File: src/rtl/run_seq_pkg.sv
// Shared types and default constants for the program-run sequencer.
package run_seq_pkg;

  typedef enum logic [2:0] {
    ST_IDLE,
    ST_START,
    ST_ARM,
    ST_RUN,
    ST_DONE
  } run_state_t;

  localparam int unsigned DEF_MAX_PROGS = 4;
  localparam int unsigned DEF_START_LEN = 2;
  localparam int unsigned DEF_CNT_W     = 16;
  localparam int unsigned DEF_TIMEOUT   = 32'h0000_FFFF;

endpackage

File: src/rtl/run_result_buf.sv
// Per-run result store: cycle count plus timeout flag, one write port,
// one registered read port, synchronous clear of every entry.
module run_result_buf #(
  parameter  int unsigned DEPTH  = 4,
  parameter  int unsigned CNT_W  = 16,
  localparam int unsigned ADDR_W = (DEPTH > 1) ? $clog2(DEPTH) : 1
) (
  input  logic              Clk,
  input  logic              Reset,
  input  logic              Clear,
  input  logic              WrEn,
  input  logic [ADDR_W-1:0] WrAddr,
  input  logic [CNT_W-1:0]  WrCount,
  input  logic              WrTimeout,
  input  logic [ADDR_W-1:0] RdAddr,
  output logic [CNT_W-1:0]  RdCount,
  output logic              RdTimeout
);

  logic [CNT_W-1:0] countMem [DEPTH];
  logic [DEPTH-1:0] flagMem;

  always_ff @(posedge Clk) begin
    if (Reset || Clear) begin
      for (int unsigned i = 0; i < DEPTH; i++) begin
        countMem[i] <= '0;
      end
      flagMem <= '0;
    end else if (WrEn && (32'(WrAddr) < DEPTH)) begin
      countMem[WrAddr] <= WrCount;
      flagMem[WrAddr]  <= WrTimeout;
    end
  end

  // Reads see the array before this edge's write or clear lands.
  always_ff @(posedge Clk) begin
    if (Reset) begin
      RdCount   <= '0;
      RdTimeout <= 1'b0;
    end else if (32'(RdAddr) < DEPTH) begin
      RdCount   <= countMem[RdAddr];
      RdTimeout <= flagMem[RdAddr];
    end else begin
      RdCount   <= '0;
      RdTimeout <= 1'b0;
    end
  end

endmodule

File: src/rtl/run_sequencer.sv
// Drives the processor Start/Ack handshake for up to MAX_PROGS back-to-back
// runs per Go, timing each run and logging counts/timeouts to a result buffer.
module run_sequencer
  import run_seq_pkg::*;
#(
  parameter  int unsigned MAX_PROGS = DEF_MAX_PROGS,
  parameter  int unsigned START_LEN = DEF_START_LEN,
  parameter  int unsigned CNT_W     = DEF_CNT_W,
  parameter  int unsigned TIMEOUT   = DEF_TIMEOUT,
  localparam int unsigned NUM_W     = $clog2(MAX_PROGS + 1),
  localparam int unsigned IDX_W     = (MAX_PROGS > 1) ? $clog2(MAX_PROGS) : 1
) (
  input  logic             Clk,
  input  logic             Reset,
  input  logic             Go,
  input  logic [NUM_W-1:0] NumProgs,
  input  logic             DutAck,
  output logic             DutStart,
  output logic             Busy,
  output logic             Done,
  output logic [IDX_W-1:0] ProgIdx,
  input  logic [IDX_W-1:0] RdAddr,
  output logic [CNT_W-1:0] RdCount,
  output logic             RdTimeout
);

  localparam int unsigned START_W = $clog2(START_LEN + 1);
  localparam logic [CNT_W:0] TIMEOUT_X = (CNT_W + 1)'(TIMEOUT);

  run_state_t         state;
  logic [NUM_W-1:0]   numLatched;
  logic [NUM_W-1:0]   numClamped;
  logic [CNT_W-1:0]   cycleCnt;
  logic [CNT_W:0]     cntNext;
  logic [START_W-1:0] startCnt;
  logic               goAccept;
  logic               ackSeen;
  logic               timeoutHit;
  logic               runEnd;
  logic               lastProg;
  logic [CNT_W-1:0]   wrCount;

  always_comb begin
    cntNext    = {1'b0, cycleCnt} + (CNT_W + 1)'(1);
    goAccept   = Go && ((state == ST_IDLE) || (state == ST_DONE));
    numClamped = (32'(NumProgs) > MAX_PROGS) ? NUM_W'(MAX_PROGS) : NumProgs;
    ackSeen    = (state == ST_RUN) && DutAck;
    // A real Ack on the last permitted cycle wins over the timeout flag.
    timeoutHit = ((state == ST_ARM) || (state == ST_RUN)) && !ackSeen &&
                 (cntNext >= TIMEOUT_X);
    runEnd     = ackSeen || timeoutHit;
    lastProg   = (NUM_W'(ProgIdx) == (numLatched - NUM_W'(1)));
    wrCount    = timeoutHit ? TIMEOUT_X[CNT_W-1:0] : cntNext[CNT_W-1:0];
  end

  always_ff @(posedge Clk) begin
    if (Reset) begin
      state      <= ST_IDLE;
      DutStart   <= 1'b0;
      Busy       <= 1'b0;
      Done       <= 1'b0;
      ProgIdx    <= '0;
      numLatched <= '0;
      cycleCnt   <= '0;
      startCnt   <= '0;
    end else begin
      unique case (state)
        ST_IDLE, ST_DONE: begin
          if (goAccept) begin
            numLatched <= numClamped;
            ProgIdx    <= '0;
            if (numClamped == '0) begin
              state    <= ST_DONE;
              Done     <= 1'b1;
              Busy     <= 1'b0;
              DutStart <= 1'b0;
            end else begin
              state    <= ST_START;
              Done     <= 1'b0;
              Busy     <= 1'b1;
              DutStart <= 1'b1;
              startCnt <= '0;
            end
          end
        end
        ST_START: begin
          if (startCnt == START_W'(START_LEN - 1)) begin
            state    <= ST_ARM;
            DutStart <= 1'b0;
            cycleCnt <= '0;
          end else begin
            startCnt <= startCnt + START_W'(1);
          end
        end
        ST_ARM, ST_RUN: begin
          if (runEnd) begin
            if (lastProg) begin
              state <= ST_DONE;
              Busy  <= 1'b0;
              Done  <= 1'b1;
            end else begin
              ProgIdx  <= ProgIdx + IDX_W'(1);
              state    <= ST_START;
              DutStart <= 1'b1;
              startCnt <= '0;
            end
          end else begin
            if ((state == ST_ARM) && !DutAck) begin
              state <= ST_RUN;
            end
            if (!cntNext[CNT_W]) begin
              cycleCnt <= cntNext[CNT_W-1:0];
            end
          end
        end
        default: begin
          state    <= ST_IDLE;
          DutStart <= 1'b0;
          Busy     <= 1'b0;
          Done     <= 1'b0;
        end
      endcase
    end
  end

  run_result_buf #(
    .DEPTH (MAX_PROGS),
    .CNT_W (CNT_W)
  ) u_buf (
    .Clk       (Clk),
    .Reset     (Reset),
    .Clear     (goAccept),
    .WrEn      (runEnd),
    .WrAddr    (ProgIdx),
    .WrCount   (wrCount),
    .WrTimeout (timeoutHit),
    .RdAddr    (RdAddr),
    .RdCount   (RdCount),
    .RdTimeout (RdTimeout)
  );

endmodule

File: config.mk
export PLATFORM = sky130hd
export DESIGN_NAME = run_sequencer
export DESIGN_NICKNAME = d
export VERILOG_FILES = /design/src/rtl/run_seq_pkg.sv /design/src/rtl/run_result_buf.sv /design/src/rtl/run_sequencer.sv
export SDC_FILE = /design/constraint.sdc
export NUM_CORES = 1
export LEC_CHECK = 0
export BUFFER_PORTS_ARGS = -buffer_cell sky130_fd_sc_hd__clkbuf_2
export CAP_MARGIN = 25
export CORE_UTILIZATION = 45
export DETAILED_ROUTE_END_ITERATION = 12
export GPL_TIMING_DRIVEN = 0
export PLACE_DENSITY_LB_ADDON = 0.25
export SLEW_MARGIN = 20
export SYNTH_ARGS = -nofsm -noshare
export SYNTH_HDL_FRONTEND = slang
export SYNTH_SLANG_ARGS = --single-unit
File: constraint.sdc
create_clock -name Clk -period 3.4 [get_ports Clk]
set_input_delay 0.17 -clock Clk [delete_from_list [all_inputs] [get_ports Clk]]
set_output_delay 0.17 -clock Clk [all_outputs]
set_load 0.02 [all_outputs]
## After elaboration in Yosys (flattened, before gate mapping)

Memory sizes are Yosys's and may differ from the RTL's. A register that Yosys moved wholly into a read port is not among the register bits.
Index checks and enable logic that the tools add are counted.

| operators by class | value |
|---|---|
| add/subtract/negate cells | 4 |
| $lt $le $gt $ge | 5 |
| equal/unequal tests | 16 |
| mux-type cells | 50 |
| bitwise logic cells | 1 |
| reductions and logical operators | 27 |

Operators by type and width:

| operator | number |
|---|---|
| 16-bit 2-to-1 mux | 5 |
| 16-bit case mux with 2 select lines | 1 |
| 3-bit 2-to-1 mux | 7 |
| 1-bit 2-to-1 mux | 19 |
| 2-bit 2-to-1 mux | 9 |
| 16-bit by 1-bit adder with 17-bit output (second input constant) | 1 |
| 17-bit by 16-bit greater-or-equal comparator with 1-bit output (second input constant) | 1 |
| 2-bit inequality test (second input constant) | 8 |
| 4-bit AND reduction | 4 |
| 16-bit OR reduction | 1 |
| 1-bit case mux with 3 select lines | 3 |
| 3-bit case mux with 3 select lines | 1 |
| 3-bit by 2-bit equality test with 1-bit output (second input constant) | 2 |
| 1-bit logical AND | 6 |
| 3-bit logical NOT | 2 |
| 2-bit by 3-bit less-than comparator with 1-bit output (second input constant) | 2 |
| 2-bit case mux with 3 select lines | 1 |
| 6-bit AND reduction | 1 |
| 2-bit by 1-bit adder with 2-bit output (second input constant) | 2 |
| 4-bit bitwise mux | 1 |
| 1-bit logical OR | 4 |
| 2-bit case mux with 2 select lines | 1 |
| 2-bit nonzero test | 2 |
| 2-bit OR reduction | 2 |
| 16 further kinds | 17 |

| word-level totals | value |
|---|---|
| register bits | 34 |
| bits in writable memories | 64 |
| bits of input ports | 9 |
| output and inout port bits | 22 |
| word-level logic and storage cells | 114 |
| memories kept | 1 |

Memory list:

| memory | depth | bits a word | rd ports | clocked after memory_dff | write ports | RTL line | source |
|---|---|---|---|---|---|---|---|
| u_buf.countMem | 4 | 16 | 1 | 1 | 4 | run_result_buf.sv:20 | `logic [CNT_W-1:0] countMem [DEPTH];` |

## Logic depth before layout (Yosys ltp)

Gate-level depths: netlist of run 1.

| depth | value |
|---|---|
| word-level depth | 11 |
| gate-level depth with buffers | 11 |
| gate-level depth less buffers | 9 |

## Hierarchy

Synthesis of run 1 repeated with hierarchy kept, for this count alone.

| second synthesis, totals | value |
|---|---|
| cells, all modules | 507 |
| area total of the unflattened synthesis | 5520.3 sq um |

Modules (own cells, without submodules):

| module | instances | cells an instance | area an instance (sq um) | seq. area each (sq um) |
|---|---|---|---|---|
| run_result_buf | 1 | 246 | 3603.5 | 2342.2 |
| run_sequencer | 1 | 261 | 1916.8 | 580.6 |

## Worst setup path before layout of run 1

OpenSTA, ideal clock, no wires.

| timing path | value |
|---|---|
| path type | reg2reg |
| from | register cycleCnt[1] |
| to | memory u_buf.countMem[1][0], enable pin |
| arrival | 2827 ps |
| data required time | 3028 ps |
| setup slack | 201 ps |
| cell stages (with the launch flop) | 11 |
| path buffers | 2 |
| path through | dfxtp_1 > ha_1 > buf_2 > nand3_2 > nor4_4 > xnor2_1 > or3b_4 > o21bai_4 > o2111ai_2 > buf_2 > nand2_1 |

RTL lines:

| item | RTL line | source |
|---|---|---|
| from (decl) | run_sequencer.sv:33 | `logic [CNT_W-1:0] cycleCnt;` |
| from (signal assigned) | run_sequencer.sv:112 | `cycleCnt <= cntNext[CNT_W-1:0];` |
| to (decl) | run_result_buf.sv:20 |  |

==> out/results.ini, run 1 <==
[timing]
final_max_slew_viols = 0
worst-slew-pin-transition_ns = 1.032
slew_headroom_pct = 30.96
final.period_utilization_pct = 97.02
post-route-min-period_ns = 3.299
clock.fmax_mhz = 303.2
hold_viol = 0
clock-skew-final_ns = 0.007803
grt_setup_unrepaired = no
finalSetupViolations = 0
finalHoldWorstSlack_ns = 0.02500
tns_ns = 0

[placed_design]
post-dp-hpwl_mm = 8.266
buffer_ports.inserted = 27
gpl.final_weighted_congestion = 0.8378
placed_area_um2 = 5705

[worst_setup_path]
setup.worst_path.end_class = flip-flop
crit_path_top_delay_cell = or3b_4
worst-endpoint-arrival_ns = 3.43
reg2reg_capture_point = u_buf.countMem[3][14]
rr_startpoint = cycleCnt[1]
critical_path.cell_chain = ha_1, clkbuf_4, nand3_4, nor4_4, xnor2_4, or3b_4, o21bai_4, buf_6, buf_4, o2111ai_2, nand2_2, buf_4
startpoint_type = flip-flop
critical_path_class = flip-flop to flip-flop
path_max_fanout = 10
cp_data_required_time_ns = 3.53
timing.reg2reg.setup_slack_ns = 0.10
crit_path_most_repeated_cell = buf_4
timing.reg2reg.worst_path_depth = 12
slowest_delay_ns = 0.45

[synthesis]
synth-async-reset-ratio_pct = 0
synth.avg_cell_area_um2 = 11.09
syn-cell-area_um2 = 5391
synth_adder_area_share_pct = 1.857
synth_simple_gate_area_share_pct = 16.89
synth-compound-area-share_pct = 12.76
proportion_of_synthesized_area_in_mux_cells_pct = 7.728
synth.ff_latch_count = 114
synthFlopType = edfxtp_1
synth_xor_area_share_pct = 2.924
synth_edf_count = 64
ys_warn_count = 0
synth_cells = 486
syn_nets = 503
synth_cell_type_count = 64
seq_area_frac_synth_pct = 54.21
synth_top_family_by_area = simple AND/OR/NAND/NOR gates

[drt]
drc_errors = 2
drt-wirelength-per-cell_um = 17.94
number_of_nets_with_antenna_violations_after_routing = 0
drt_wl_total_mm = 12.58
via_count = 3991
drt_pre_antenna_iters = 9
drt_iter0_markers = 241
routed_via_density = 5.693

[pwr]
ir_drop_uv = 383.0
leakage_nw = 2.378
power_density_nw_per_um2 = 656.3

[cts]
clk_path_buf_depth = 2
clock_tree_from_tritoncts = built
root_buffer = clkbuf_16
cts_num_sinks = 114
cts.hold.buffers_added = 0
clock_tree.htree_level_count = 4
worst_setup_hold_path_clk_slew_ns = 0.05
clock_insertion_delay_worst_skew_ns = 0.42
cts_buffers = 17

[final_layout]
insertedDiodeCount = 0
nets = 562
syn2layout_area_growth_pct = 21.23
drive_gt1_share_pct = 22.58
layout.cell_area.non_filler_um2 = 6536
fillCellCount = 963

[floorplanning]
core_area_um2 = 11560
dieHeight_um = 111.5
row_count = 39
initial_core_utilization_pct = 46.62
io_pins = 31
dieWidth_um = 111.5
die_area_um2 = 12420

[hold_path]
min_delay_worst_endpoint = numLatched[2]
hold_path_cell_cnt = 3
hold_class = input port to flip-flop
min_from = NumProgs[2]

[outcome]
run_status = finished with violations
failed_checks = design-rule violations

[grt]
antenna_found_initial = 0
maximum_number_of_pins_on_one_net_before_global_route_repair = 17
grt.total_usage_pct = 21.28
first_pass_grt_wire_length_mm = 20.02
grt_overflow_total = 0
first_global_vias = 3872

[run]
cap_viol_max_count = 0

## what timing repair did
| item | in CTS | in global routing |
|---|---|---|
| setup endpoints to repair | 80 | 70 |
| gates cloned | 1 | 0 |
| buffers inserted | 2 | 10 |
| resized for setup | 18 | 5 |
| pin swaps | 2 | 5 |
## layout make-up
class | instances | area [um2] | area share [%]
sequential | 114 | 2927 | 44.77
multi-input combinational | 330 | 2396 | 36.66
clock buffer | 24 | 481.7 | 7.370
timing repair buffer | 39 | 225.2 | 3.446
tap | 143 | 178.9 | 2.737
buffer | 34 | 167.7 | 2.565
clock inverter | 8 | 126.4 | 1.933
inverter | 9 | 33.78 | 0.5168
## metrics by stage
| stage | util, % | power, mW | instances | worst slack, ns |
|---|---|---|---|---|
| 2_1_floorplan | - | 2.250 | 486 | 0.2012 |
| 3_3_place_gp | 49.33 | 2.430 | 656 | -0.6216 |
| 3_5_place_dp | 49.33 | 2.451 | 656 | -0.7358 |
| 4_1_cts | 55.65 | 4.300 | 691 | 0.02905 |
| 5_1_grt | 56.52 | 4.443 | 701 | 0.0004654 |
| 6_report | 56.52 | 4.290 | 701 | 0.1015 |
## cell usage in the layout (no fill, tap or decap), types with 7 or more instances in the layout
master / instances
a21oi_1: 42
a31oi_1: 7
buf_4: 17
clkbuf_1: 22
clkbuf_16: 17
clkbuf_2: 29
dfxtp_1: 49
edfxtp_1: 64
ha_1: 8
inv_1: 9
mux4_2: 17
nand2_1: 28
nand3_1: 9
nor2_1: 73
nor2b_1: 23
o21ai_0: 12
xnor2_1: 8
xor2_1: 8
## worst max-delay path by stage
stage / slack [ns] / endpoint / cells after the start / start
2_1_floorplan: 0.20 / u_buf.countMem[1][0] / 10 / cycleCnt[1]
3_3_place_gp: -0.62 / u_buf.countMem[2][9] / 10 / cycleCnt[1]
3_5_place_dp: -0.74 / u_buf.countMem[2][9] / 10 / cycleCnt[1]
4_1_cts: 0.03 / u_buf.countMem[3][14] / 11 / cycleCnt[12]
5_1_grt: 0.0005 / u_buf.countMem[3][14] / 12 / cycleCnt[1]
6_report: 0.10 / u_buf.countMem[3][14] / 12 / cycleCnt[1]
## worst max-delay path: cells and delay by family, from the launching register on
family	cells	cell delay [ns]
xor gates and xnor gates	1	0.15
buffers and inverters	4	0.70
AOI/OAI and AO/OA	2	0.48
and+or+nand+nor	4	1.14
adders and majority gates	1	0.15
DFF	1	0.39
## synthesized netlist by cell type (all sizes together), types with 4 or more instances
cell type | instances | area, um2
nor2 | 73 | 274.0
edfxtp | 64 | 1922
dfxtp | 50 | 1001
a21oi | 42 | 210.2
nand2 | 33 | 126.4
nor2b | 23 | 143.9
clkbuf | 20 | 76.32
mux4 | 17 | 382.9
buf | 14 | 85.08
o21ai | 14 | 73.82
nand3 | 10 | 55.05
inv | 9 | 33.78
xnor2 | 9 | 78.83
xor2 | 9 | 78.83
ha | 8 | 100.1
a31oi | 7 | 43.79
a32oi | 6 | 52.55
and3 | 6 | 37.54
nor3 | 6 | 30.03
nand2b | 5 | 31.28
nand4 | 4 | 40.04
o2111ai | 4 | 53.80
o21a | 4 | 30.03
or3 | 4 | 30.03
## cells by family (layout without fill, tap and decap cells)
family / count (synthesis) / in the layout
adders and majority gates: 8 / 8
and+or+nand+nor: 180 / 181
muxes: 20 / 20
xor gates and xnor gates: 18 / 18
buffers and inverters: 43 / 114
DFF: 114 / 114
AOI/OAI and AO/OA: 103 / 103
## sequential cells by signal, summed over array words and instances (netlist names)
register and count:
state 3, Busy 1, ProgIdx 2, DutStart 1
u_buf.flagMem 4, u_buf.RdCount 16, u_buf.RdTimeout 1, u_buf.countMem 64
numLatched 3, cycleCnt 16, startCnt 2, Done 1
## per-layer routing
| layer | share of wire, % | track usage [%] | vias to the layer above | wire length (um) |
|---|---|---|---|---|
| met5 | 0 | 0 | - | 0 |
| met4 | 1.8 | 9.189 | 0 | 223 |
| met3 | 5.2 | 5.988 | 20 | 658 |
| met2 | 49 | 35.29 | 132 | 6155 |
| met1 | 44 | 26.03 | 1936 | 5541 |
| li1 | - | - | 1903 | - |
## power breakdown
group,leakage [nW],internal [mW],switching [mW]
logic,0.986,0.263,0.479
clock network,0.287,1.21,0.618
registers,1.11,1.66,0.0577
Note: power is estimated with default switching activity, not from simulation.
==> run 2, diff against run 1 <==
CORE_UTILIZATION = 50   (was 45)
==> out/results.ini, run 2 (synthesized netlist as in run 1, its figures left out) <==
[timing]
slew_headroom_pct = 32.93  ; +2.0 points
clock-skew-final_ns = 0.01388  ; +0.006074 ns
hold_viol = 0  ; unchanged
post-route-min-period_ns = 3.274  ; -0.02455 ns
final_max_slew_viols = 0  ; unchanged
worst-slew-pin-transition_ns = 1.002  ; -0.02943 ns
clock.fmax_mhz = 305.4  ; +0.75%
post-route-worst-setup-slack_ns = 0.1260  ; +0.02455 ns
finalSetupViolations = 0  ; unchanged
final.period_utilization_pct = 96.29  ; -0.72 points

[floorplanning]
die_area_um2 = 11200  ; -9.8%
dieWidth_um = 105.8  ; -5.0%
io_pins = 31  ; unchanged
dieHeight_um = 105.8  ; -5.0%
initial_core_utilization_pct = 51.99  ; +5.4 points
row_count = 37  ; -5.1%
core_area_um2 = 10370  ; -10%

[cts]
cts_buffers = 17  ; unchanged
root_buffer = clkbuf_8
clk_path_buf_depth = 2  ; unchanged
clock_tree.htree_level_count = 4  ; unchanged
worst_setup_hold_path_clk_slew_ns = 0.06  ; about the same
cts_num_sinks = 114  ; unchanged
clock_insertion_delay_worst_skew_ns = 0.53  ; +0.11 ns
clock_tree_from_tritoncts = built

[grt]
use_met3_pct = 5.566  ; -0.42 points
use_met2_pct = 41.83  ; +6.5 points
grt_overflow_total = 0  ; unchanged
maximum_number_of_pins_on_one_net_before_global_route_repair = 17  ; unchanged
gr-max-usage-layer = met2
first_global_vias = 3957  ; +2.2%
met1_track_demand_over_resource_pct = 29.63  ; +3.6 points
antenna_found_initial = 0  ; unchanged
grt.total_usage_pct = 24.46  ; +3.2 points
first_pass_grt_wire_length_mm = 20.34  ; +1.6%

[hold_path]
hold_class = input port to flip-flop

[pwr]
power_density_nw_per_um2 = 641.6  ; -2.2%
intPower_mw = 2.993  ; -4.5%
leakage_nw = 2.362  ; -0.69%
swShare_pct = 28.13  ; +1.2 points
seq_power_share_pct = 41.3  ; +1.2 points
p_switching_mw = 1.171  ; +1.5%
power_frac_comb_pct = 18.0  ; +0.7 points
ir_drop_uv = 327.5  ; -15%
power_frac_clock_pct = 40.7  ; -1.9 points

[worst_setup_path]
worst-endpoint-arrival_ns = 3.48  ; +0.05 ns
crit_path_top_delay_cell = or3b_4
cp_data_required_time_ns = 3.60  ; +0.07 ns
path_max_fanout = 16  ; +6
slowest_delay_ns = 0.45  ; about the same
setup.worst_path.end_class = flip-flop
startpoint_type = flip-flop
crit_buf_inv = 2  ; -2
critical_path_class = flip-flop to flip-flop
critical_path.cell_chain = ha_1, clkbuf_4, nand3_4, nor4_4, xnor2_4, or3b_4, o21bai_4, o2111ai_2, buf_4, nand2_4
cpLargestDelayFamily = simple AND/OR/NAND/NOR gates

[final_layout]
finish.cell_count_without_fillers = 692  ; -1.3%
max_flop_register = u_buf.countMem
drive_gt1_share_pct = 22.12  ; -0.46 points
layout.cell_area.non_filler_um2 = 6491  ; -0.69%
nets = 560  ; -0.36%
layout_common_cells = nor2_1, edfxtp_1, dfxtp_1
flip_flop_count_of_the_largest_register_all_copies_and_words_added = 64  ; unchanged
biggestRegsByFlops = u_buf.countMem x64, cycleCnt x16, u_buf.RdCount x16
insertedDiodeCount = 0  ; unchanged
most_common_library_cell_in_the_layout_ignoring_fill_and_taps = nor2_1
syn2layout_area_growth_pct = 20.40
fillCellCount = 833  ; -13%

[drt]
drt-wirelength-per-cell_um = 18.16  ; +1.2%
number_of_nets_with_antenna_violations_after_routing = 0  ; unchanged
via_count = 4003  ; +0.30%
drt_pre_antenna_iters = 7  ; -2
drt_iter0_markers = 238  ; -1.2%
drt_wl_total_mm = 12.57  ; -0.11%
routed_via_density = 5.785  ; +1.6%
drc_errors = 0  ; -2

[placed_design]
placed_area_um2 = 5697  ; -0.15%
pre_cts_ws_ns = -0.7067  ; +0.02906 ns
post-dp-hpwl_mm = 8.292  ; +0.31%
buffer_ports.inserted = 27  ; unchanged
gpl.final_weighted_congestion = 0.8642  ; +3.2%
numPlacedInstances = 649  ; -1.1%

[outcome]
run_status = finished clean

[run]
cap_viol_max_count = 0  ; unchanged

## run 2: area by class of cell
type                       instances  area [um2]  area share, %
multi-input combinational        330        2385          36.74
buffer                            33       166.4          2.564
tap                              136       170.2          2.621
inverter                           9       33.78         0.5204
sequential                       114        2924          45.05
clock buffer                      19       431.7          6.650
clock inverter                    13       135.1          2.082
timing repair buffer              38       245.2          3.778
## run 2: worst reg2reg max path: stages, from the launching register on
cell	delay [ns]
dfxtp_2	0.40
ha_1	0.17
clkbuf_4	0.18
nand3_4	0.17
nor4_4	0.31
xnor2_4	0.15
or3b_4	0.45
o21bai_4	0.27
o2111ai_2	0.30
buf_4	0.31
nand2_4	0.23
## run 2: final timing paths
| path | from | endpoint | slack (ns) | cells after the start |
|---|---|---|---|---|
| worst min register to register | numLatched[1] | numLatched[1] | 0.46 | 2 |
| worst min-delay path | Go | numLatched[1] | 0.04 | 4 |
| worst max register to register | cycleCnt[1] | u_buf.countMem[0][7] | 0.13 | 10 |
| worst max-delay path | cycleCnt[1] | u_buf.countMem[0][7] | 0.13 | 10 |
## run 2: power by group through the flow
stage	Combinational [mW]	Sequential, mW	Clock [mW]
global placement	0.686	1.74	0
finish	0.749	1.72	1.70
detailed placement	0.698	1.75	0
global route	0.822	1.74	1.77
floorplan	0.473	1.78	0
CTS	0.742	1.72	1.70
## run 2: repair_timing
item	in CTS	in global routing
pin swaps	0	5
endpoints found under the setup margin	74	64
hold buffers	3	0
buffers inserted	2	5
gates cloned	1	0
endpoints found under the hold margin	3	0
resized for setup	18	4
## run 2: layer usage
layer / vias up / routed length, um
met5: - / 0
met4: 0 / 180
met3: 21 / 849
met2: 137 / 6408
met1: 1949 / 5127
li1: 1896 / -
## run 2: stage by stage
| stage | util [%] | power, mW | hold WS, ns | setup TNS, ns |
|---|---|---|---|---|
| 2_1_floorplan | - | 2.250 | 0.3060 | 0 |
| 3_3_place_gp | 54.93 | 2.426 | 0.4210 | -38.73 |
| 3_5_place_dp | 54.93 | 2.450 | 0.4365 | -44.06 |
| 4_1_cts | 61.81 | 4.164 | 0.03344 | 0 |
| 5_1_grt | 62.60 | 4.329 | 0.07671 | -0.03141 |
| 6_report | 62.60 | 4.165 | 0.03749 | 0 |
